**config.mk**
```make
export PLATFORM = sky130hd
export DESIGN_NAME = controle_forno
export DESIGN_NICKNAME = d
export VERILOG_FILES = /design/src/rtl/controle_forno.sv
export SDC_FILE = /design/constraint.sdc
export NUM_CORES = 1
export LEC_CHECK = 0
export ABC_AREA = 1
export CAP_MARGIN = 30
export CELL_PAD_IN_SITES_DETAIL_PLACEMENT = 1
export CELL_PAD_IN_SITES_GLOBAL_PLACEMENT = 1
export CORE_ASPECT_RATIO = 2
export CORE_MARGIN = 3
export CORE_UTILIZATION = 25
export DETAILED_ROUTE_END_ITERATION = 8
export GPL_TIMING_DRIVEN = 0
export PLACE_DENSITY = 0.61
export SYNTH_ARGS = -nofsm -noshare
export SYNTH_HDL_FRONTEND = slang
export SYNTH_SLANG_ARGS = --single-unit
export TNS_END_PERCENT = 50
```
**constraint.sdc**
```tcl
create_clock -name clk -period 4.8 [get_ports clk]
set_input_delay 0.96 -clock clk [delete_from_list [all_inputs] [get_ports clk]]
set_output_delay 0.96 -clock clk [all_outputs]
set_load 0.02 [all_outputs]
```
**src/rtl/controle_forno.sv**
```systemverilog
// controle_forno: sequencing controller for the microwave oven.
// Accepts a BCD m:ss time setting, a power level, a start strobe, the door
// switch and cancel. Runs the cook cycle (countdown, heater duty cycle,
// turntable, light) and the end-of-cycle buzzer.
// Ports:
//   clk      - single clock, rising edge
//   reset    - synchronous, active-high
//   t        - requested time, BCD [11:8] min, [7:4] tens of s, [3:0] s
//   conf     - start/resume level (rising edge acts)
//   r        - power level, 1..9 direct, 0 or >=10 means full (10)
//   porta    - 1 = door open
//   cancela  - abort, level
//   tempo    - remaining time, BCD m:ss
//   luz, motor, aquec, som - light, turntable, heater, buzzer
//   estado   - 00 OCIOSO, 01 COZINHANDO, 10 PAUSADO, 11 FIM
module controle_forno #(
  parameter int CICLOS_SEG = 1000,
  parameter int BIP_SEG    = 3
) (
  input  logic        clk,
  input  logic        reset,
  input  logic [11:0] t,
  input  logic        conf,
  input  logic [3:0]  r,
  input  logic        porta,
  input  logic        cancela,
  output logic [11:0] tempo,
  output logic        luz,
  output logic        motor,
  output logic        aquec,
  output logic        som,
  output logic [1:0]  estado
);

  typedef enum logic [1:0] {
    OCIOSO     = 2'b00,
    COZINHANDO = 2'b01,
    PAUSADO    = 2'b10,
    FIM        = 2'b11
  } estado_t;

  localparam int PW = (CICLOS_SEG > 1) ? $clog2(CICLOS_SEG) : 1;
  localparam int BW = (BIP_SEG > 1) ? $clog2(BIP_SEG) : 1;

  // A time setting is usable only when it is proper BCD m:ss and non-zero.
  function automatic logic t_valido(input logic [11:0] v);
    return (v[11:8] <= 4'd9) && (v[7:4] <= 4'd5) && (v[3:0] <= 4'd9) && (v != 12'h000);
  endfunction

  // 0 and out-of-range settings mean full power.
  function automatic logic [3:0] pot_limite(input logic [3:0] v);
    if ((v == 4'd0) || (v >= 4'd10)) begin
      return 4'd10;
    end else begin
      return v;
    end
  endfunction

  // One-second BCD decrement: seconds borrow from tens (0 -> 9),
  // tens borrow from minutes (0 -> 5).
  function automatic logic [11:0] bcd_dec(input logic [11:0] v);
    logic [3:0] m, d, s;
    m = v[11:8];
    d = v[7:4];
    s = v[3:0];
    if (s != 4'd0) begin
      s = s - 4'd1;
    end else begin
      s = 4'd9;
      if (d != 4'd0) begin
        d = d - 4'd1;
      end else begin
        d = 4'd5;
        m = m - 4'd1;
      end
    end
    return {m, d, s};
  endfunction

  estado_t       estado_r, estado_prox_s;
  logic [11:0]   tempo_r, tempo_prox_s, tempo_dec_s;
  logic [PW-1:0] pre_r, pre_prox_s;
  logic [3:0]    fase_r, fase_prox_s;
  logic [3:0]    pot_r, pot_prox_s;
  logic [BW-1:0] bip_r, bip_prox_s;
  logic          conf_d_r;
  logic          luz_r, motor_r, aquec_r, som_r;
  logic          luz_prox_s, motor_prox_s, aquec_prox_s, som_prox_s;
  logic          inicio_s, conta_s, seg_s;

  // Next-state and next-output computation for the whole controller.
  always_comb begin
    estado_prox_s = estado_r;
    tempo_prox_s  = tempo_r;
    pre_prox_s    = pre_r;
    fase_prox_s   = fase_r;
    pot_prox_s    = pot_r;
    bip_prox_s    = bip_r;
    inicio_s      = conf & ~conf_d_r;
    conta_s       = (estado_r == COZINHANDO) || (estado_r == FIM);
    seg_s         = conta_s && (pre_r == PW'(CICLOS_SEG - 1));
    tempo_dec_s   = bcd_dec(tempo_r);

    // The prescaler keeps running on the cycle the door opens; only the
    // tick's effect on tempo/fase is dropped, so that second is lost.
    if (conta_s) begin
      pre_prox_s = seg_s ? {PW{1'b0}} : pre_r + PW'(1);
    end else begin
      pre_prox_s = pre_r;
    end

    case (estado_r)
      OCIOSO: begin
        if (inicio_s && !porta && t_valido(t)) begin
          estado_prox_s = COZINHANDO;
          tempo_prox_s  = t;
          pre_prox_s    = {PW{1'b0}};
          fase_prox_s   = 4'd0;
          pot_prox_s    = pot_limite(r);
        end else begin
          estado_prox_s = OCIOSO;
        end
      end
      COZINHANDO: begin
        if (cancela) begin
          estado_prox_s = OCIOSO;
          tempo_prox_s  = 12'h000;
        end else if (porta) begin
          estado_prox_s = PAUSADO;
        end else if (seg_s) begin
          tempo_prox_s = tempo_dec_s;
          fase_prox_s  = (fase_r == 4'd9) ? 4'd0 : fase_r + 4'd1;
          if (tempo_dec_s == 12'h000) begin
            estado_prox_s = FIM;
            pre_prox_s    = {PW{1'b0}};
            bip_prox_s    = {BW{1'b0}};
          end else begin
            estado_prox_s = COZINHANDO;
          end
        end else begin
          estado_prox_s = COZINHANDO;
        end
      end
      PAUSADO: begin
        if (cancela) begin
          estado_prox_s = OCIOSO;
          tempo_prox_s  = 12'h000;
        end else if (inicio_s && !porta) begin
          estado_prox_s = COZINHANDO;
        end else begin
          estado_prox_s = PAUSADO;
        end
      end
      FIM: begin
        tempo_prox_s = 12'h000;
        if (inicio_s || porta || cancela) begin
          estado_prox_s = OCIOSO;
        end else if (seg_s) begin
          if (bip_r == BW'(BIP_SEG - 1)) begin
            estado_prox_s = OCIOSO;
          end else begin
            bip_prox_s = bip_r + BW'(1);
          end
        end else begin
          estado_prox_s = FIM;
        end
      end
      default: begin
        estado_prox_s = OCIOSO;
        tempo_prox_s  = 12'h000;
      end
    endcase

    // Outputs are decoded from the next state so they change on the same
    // edge as the state register.
    case (estado_prox_s)
      OCIOSO: begin
        luz_prox_s = porta; motor_prox_s = 1'b0; aquec_prox_s = 1'b0; som_prox_s = 1'b0;
      end
      COZINHANDO: begin
        luz_prox_s = 1'b1; motor_prox_s = 1'b1; som_prox_s = 1'b0;
        aquec_prox_s = (fase_prox_s < pot_prox_s);
      end
      PAUSADO: begin
        luz_prox_s = 1'b1; motor_prox_s = 1'b0; aquec_prox_s = 1'b0; som_prox_s = 1'b0;
      end
      FIM: begin
        luz_prox_s = 1'b0; motor_prox_s = 1'b0; aquec_prox_s = 1'b0; som_prox_s = 1'b1;
      end
      default: begin
        luz_prox_s = 1'b0; motor_prox_s = 1'b0; aquec_prox_s = 1'b0; som_prox_s = 1'b0;
      end
    endcase
  end

  // State, counters and registered outputs.
  always_ff @(posedge clk) begin
    if (reset) begin
      estado_r <= OCIOSO;
      tempo_r  <= 12'h000;
      pre_r    <= {PW{1'b0}};
      fase_r   <= 4'd0;
      pot_r    <= 4'd0;
      bip_r    <= {BW{1'b0}};
      conf_d_r <= 1'b0;
      luz_r    <= 1'b0;
      motor_r  <= 1'b0;
      aquec_r  <= 1'b0;
      som_r    <= 1'b0;
    end else begin
      estado_r <= estado_prox_s;
      tempo_r  <= tempo_prox_s;
      pre_r    <= pre_prox_s;
      fase_r   <= fase_prox_s;
      pot_r    <= pot_prox_s;
      bip_r    <= bip_prox_s;
      conf_d_r <= conf;
      luz_r    <= luz_prox_s;
      motor_r  <= motor_prox_s;
      aquec_r  <= aquec_prox_s;
      som_r    <= som_prox_s;
    end
  end

  assign tempo  = tempo_r;
  assign estado = estado_r;
  assign luz    = luz_r;
  assign motor  = motor_r;
  assign aquec  = aquec_r;
  assign som    = som_r;

endmodule

```
## After elaboration in Yosys (flattened, before gate mapping)

Cells that the tools add are included.

- Word-level logic and storage cells: 119
- Output and inout bits: 18
- Bits of input ports: 21
- Register bits: 39

- Bitwise gates (word level): 2
- Reduce and logical (&&, ||, !) cells: 24
- Order comparisons: 5
- Muxes and demuxes: 51
- Equal/unequal tests: 20
- Add/subtract/negate cells: 6

Operator list:

| operator | count |
|---|---|
| two-way mux 10 bit | 7 |
| two-way mux 12 bit | 5 |
| two-way mux 4 bit | 13 |
| case mux 12 bit (4 select lines) | 1 |
| two-way mux 2 bit | 16 |
| case mux 10 bit (2 select lines) | 1 |
| inequality test 2 bit, second input constant | 8 |
| logical NOT 12 bit | 1 |
| nonzero test 12 bit | 1 |
| subtractor 4 x 1 -> 4 bit, second input constant | 3 |
| adder 10 x 1 -> 10 bit, second input constant | 1 |
| equality test 10 bit, second input constant | 1 |
| equality test 2 bit, second input constant | 5 |
| less-or-equal comparator 4 bit, second input constant | 2 |
| case mux 2 bit (4 select lines) | 1 |
| case mux 4 bit (2 select lines) | 1 |
| AND reduction 8 bit | 1 |
| nonzero test 4 bit | 2 |
| logical AND 1 bit | 6 |
| inequality test 3 bit, second input constant | 2 |
| case mux 1 bit (2 select lines) | 3 |
| OR reduction 3 bit | 2 |
| adder 4 x 1 -> 4 bit, second input constant | 1 |
| equality test 2 x 1 -> 1 bit, second input constant | 2 |
| other kinds (18) | 22 |

## Depth between registers and ports, before layout

- Depth after elaboration: 12
- Gate-level depth with buffers: 19

## Worst setup path after synthesis

Ideal clock, no wire load.

- Kind: input to register
- Start: input port conf
- End: register aquec_r (netlist: aquec)
- Cell stages on the path: 15
- Setup slack: 2411 ps
- Setup time: 70 ps
- Path buffers: 0
- Data arrival time: 2319 ps
- Cells stage by stage: nand2_1 > nor2_2 > nand2_1 > nor2_2 > nand2_2 > nand2_2 > inv_2 > nor2_1 > inv_1 > nand2_1 > nand2_1 > ha_1 > nand2_1 > nand3_1 > a21oi_1

- Elaborated cells between the ends (all ways): 21
- Those cells by class: 1 x order compare; 3 x eq/ne; 10 x mux; 1 x bitwise; 6 x reduce/logical

RTL lines:

| element | RTL line | RTL |
|---|---|---|
| start: declaration | 23 | `input logic conf,` |
| bitwise AND 1 bit | 99 | `inicio_s = conf & ~conf_d_r;` |
| logical AND 1 bit (2 in series) | 114 | `if (inicio_s && !porta && t_valido(t)) begin` |
| two-way mux 4 bit | 114 |  |
| case mux 4 bit (2 select lines) | 112 | `case (estado_r)` |
| via fase_prox_s[3] | 83 | `logic [3:0] fase_r, fase_prox_s;` |
| less-than comparator 4 bit | 182 | `aquec_prox_s = (fase_prox_s < pot_prox_s);` |
| case mux 1 bit (2 select lines) | 176 | `case (estado_prox_s)` |
| end signal: assignment | 220 | `aquec_r <= aquec_prox_s;` |
| end: declaration | 87 | `logic luz_r, motor_r, aquec_r, som_r;` |

The timed path passes the listed nets, and every way through them passes these cells.
A chain may end at the register's enable or synchronous reset.

## Worst setup path after layout

- Start: input port t[1]
- End: register aquec_r (netlist: aquec)

- Elaborated cells between the ends (all ways): 18
- Those cells by class: 2 x order compare; 3 x eq/ne; 7 x mux; 6 x reduce/logical

RTL lines:

| element | RTL line | RTL |
|---|---|---|
| start: declaration | 22 | `input logic [11:0] t,` |
| less-or-equal comparator 4 bit | 47 | `return (v[11:8] <= 4'd9) && (v[7:4] <= 4'd5) && (v[3:0] <= 4'd9) && (v != 12'h000);` |
| logical AND 1 bit | 47 |  |
| logical AND 1 bit * | 47 |  |
| logical AND 1 bit * | 114 |  |
| two-way mux 4 bit * | 114 |  |
| case mux 4 bit (2 select lines) * | 112 |  |
| via fase_prox_s[3] | 83 |  |
| less-than comparator 4 bit * | 182 |  |
| case mux 1 bit (2 select lines) * | 176 |  |

Mark *: on every way through the listed nets, which the timed path passes. The rest lies on a longest branch.

==> results.md <==
- Most common cell in the netlist: nand2_1
- Sequential element share of the synthesized area: 31.1%
- Via-to-Cell Ratio: about 4.6
- Chip width: just under 80 um
- Pre-CTS WS: 1.54 ns
- Synth area leader: dfxtp_1
- First-pass iteration count of the detailed router: 4
- DRC viols: 0
- Tightest Hold Check Type: flip-flop to flip-flop
- CTS Root Cell: clkbuf_16
- Synth cell count leaders: nand2_1 (88), nor2_1 (60), inv_1 (52), dfxtp_1 (39), a21oi_1 (30)
- Synth Net Count: 422
- Yosys top cell area share: about 31%
- Antenna-violating nets left: 0
- Skew final: ~0.0060 ns
- Max rail drop VDD: 150 uV
- Endpoints failing hold: 0
- Drt total wl: about 8 mm
- Die H: 148 um
- Cells after Synth: slightly below 400
- Synth unique cells: 35
- GPL Wtd Cong: 0.789
- Max cap viols: 0
- Post-cts sizing count: 0
- Effective utilization at floorplan: 25.7%
- Setup ws final: 1.87 ns
- WS Path Type: input port to flip-flop
- Core ar.: approximately 10000 um2
- Largest net degree at the start of global routing: 13
- I/O pin count: 39
- Port bufs: 37
- Leak pwr: 1.39 nW
- Post-DP HPWL: 6.52 mm
- Highest clock rate: 341 MHz
- Grt peak-use layer: met2
- Post-CTS Repair Setup Buffers: 0
- Layout Utilization: 33.0%
- Gr usage total: 14.7%
- P&R area growth vs syn: 28.2%
- Clock Path Buffers: 2
- Avg Cell Area, Syn: ~6.5 um2
- Layout fillers: 1297
- Total CTS buffers: 5
- GR Util met3: 2.26%
- Synth top area cells: dfxtp_1 (31%), nand2_1 (13%), nor2_1 (9.0%)
- Initial DRC count: 66
- Die ar.: about 11000 um2
- YS warnings: 0
- Worst slew pin tran: between 0.5 and 0.6 ns
- Post-synth EDFFs: 0
- Antenna violations before repair: 0
- Final setup TNS: 0 ns
- Final Max Slew Viols: 0
- Via Count: roughly 2600
- First-pass GRT wire length: between 10 and 15 mm
- Crit path time final: 2.93 ns
- Startpoint types: input port
- Area of the multi-input gates: 1480 um2
- Skew-Pair Late Insertion Delay: between 0.2 and 0.3 ns
- Met1 usage: between 10 and 15%
- Critical path arrival: 3.15 ns
- Reg clk slew, reported paths: roughly 0.06 ns
- Primary FF master, synth: dfxtp_1
- Critical Path Fanout Max: 5
- Mapped Area: 2510 um2
- Synth Register Bits: 39
- RSZ-0062 raised after global routing: no
- Cells after DPL: 555
- FF+latch area: slightly below 800 um2
- Share of cells above drive strength 1: 7.66%
- CTS sink count: 39
- Async SR Flop Fraction: 0%
- Worst path required time: 5.02 ns
- Fin cells: roughly 560
- Endpoint class of the critical path: flip-flop
- Diode count: 0
- Row cnt: 51
- Slew margin rel.: a little under two thirds
- GRT Residual Overflow: 0
- Outcome: finished, final reports clean
- Overall Power: 0.000898 W
- Setup violators final: 0
- Pwr dens: about 280 nW/um2
- Period utilisation layout: 61.0%
- Post-CTS Hold Buffers: 0
- WL/cell: 14.1 um
- Nets: 466
- Vias in the first global route: 2805
- TritonCTS clock tree: built
- Htree depth: 2
- GR Layer Usage met2: just over 30%
metrics by stage:
| stage | area (um2) | hold slack (ns) |
|---|---|---|
| floorplan | 2510 | 0.479 |
| global placement | 3050 | 0.497 |
| detailed placement | 3050 | 0.520 |
| CTS | 3220 | 0.537 |
| global route | 3220 | 0.574 |
| finish | 3220 | 0.525 |
path summary, 6_finish.rpt:
| path | start | endpoint | slack, ns | cells past startpoint |
|---|---|---|---|---|
| setup / recovery | t[1] | aquec | 1.87 | 15 |
| hold / removal | pre_r[9] | pre_r[9] | 0.53 | 2 |
| hold reg to reg | pre_r[9] | pre_r[9] | 0.53 | 2 |
| setup reg to reg | tempo[0] | aquec | 2.14 | 17 |
metal layers:
layer | share of wire, % | routed length, um | vias up
met1 | 36 | 2870 | 1221
met4 | 2.2 | 177 | 0
li1 | - | - | 1325
met2 | 59 | 4700 | 38
met3 | 2.3 | 179 | 13
met5 | 0 | 0 | -
registers in the layout, indices dropped and copies added (netlist names), 2 cells and up:
register,cells
bip_r,2
estado,2
fase_r,4
pre_r,10
tempo,12
pot_r,4
where the power goes:
group          switching [W]  internal, W
registers         0.00000956     0.000332
logic              0.0000970    0.0000615
clock network       0.000140     0.000259
layout make-up:
type / instances / area share (%)
Sequential cell: 39 / 24.2
Tap cell: 132 / 5.12
Clock inverter: 2 / 1.09
Multi-Input combinational cell: 282 / 45.9
Timing Repair Buffer: 37 / 11.5
Clock buffer: 6 / 4.31
Inverter: 59 / 6.87
Buffer: 6 / 1.01
worst max-delay path: stages:
cell and delay, ns:
clkdlybuf4s50_1 0.45, o21ai_0 0.24, o21ai_0 0.15, nor2_2 0.11
nand2_2 0.11, nand2_2 0.12, inv_2 0.06, nor2_1 0.14
inv_1 0.08, nand2_1 0.08, nand2_1 0.06, ha_1 0.32
nand2_1 0.08, nand3_1 0.07, a21oi_1 0.12
logic make-up after synthesis:
logic type	Yosys count	synth area share (%)
AOI/OAI and AO/OA	72	16.6
adders and majority gates	15	7.47
buffers and inverters	65	10.1
DFF	39	31.1
and+or+nand+nor	189	32.7
xor gates and xnor gates	6	2.09
placed cells by master, fill, tap and decap left out, types with 2 or more instances in the layout:
cell type / n
nand2_1: 88
nor2_1: 60
inv_1: 52
dfxtp_1: 39
clkdlybuf4s50_1: 37
a21oi_1: 30
o21ai_0: 21
ha_1: 15
nand3_1: 13
nor3_1: 8
inv_2: 6
nor2_2: 5
nand4_1: 5
clkbuf_16: 5
a22oi_1: 4
nand2_2: 3
a31oi_1: 3
xnor2_1: 3
clkbuf_1: 3
xor2_1: 3
o311ai_0: 3
nor2_4: 2
o211ai_1: 2
a211oi_1: 2
buf_2: 2
a21oi_2: 2
o21ai_2: 2
(Power assumes the default switching activity.)
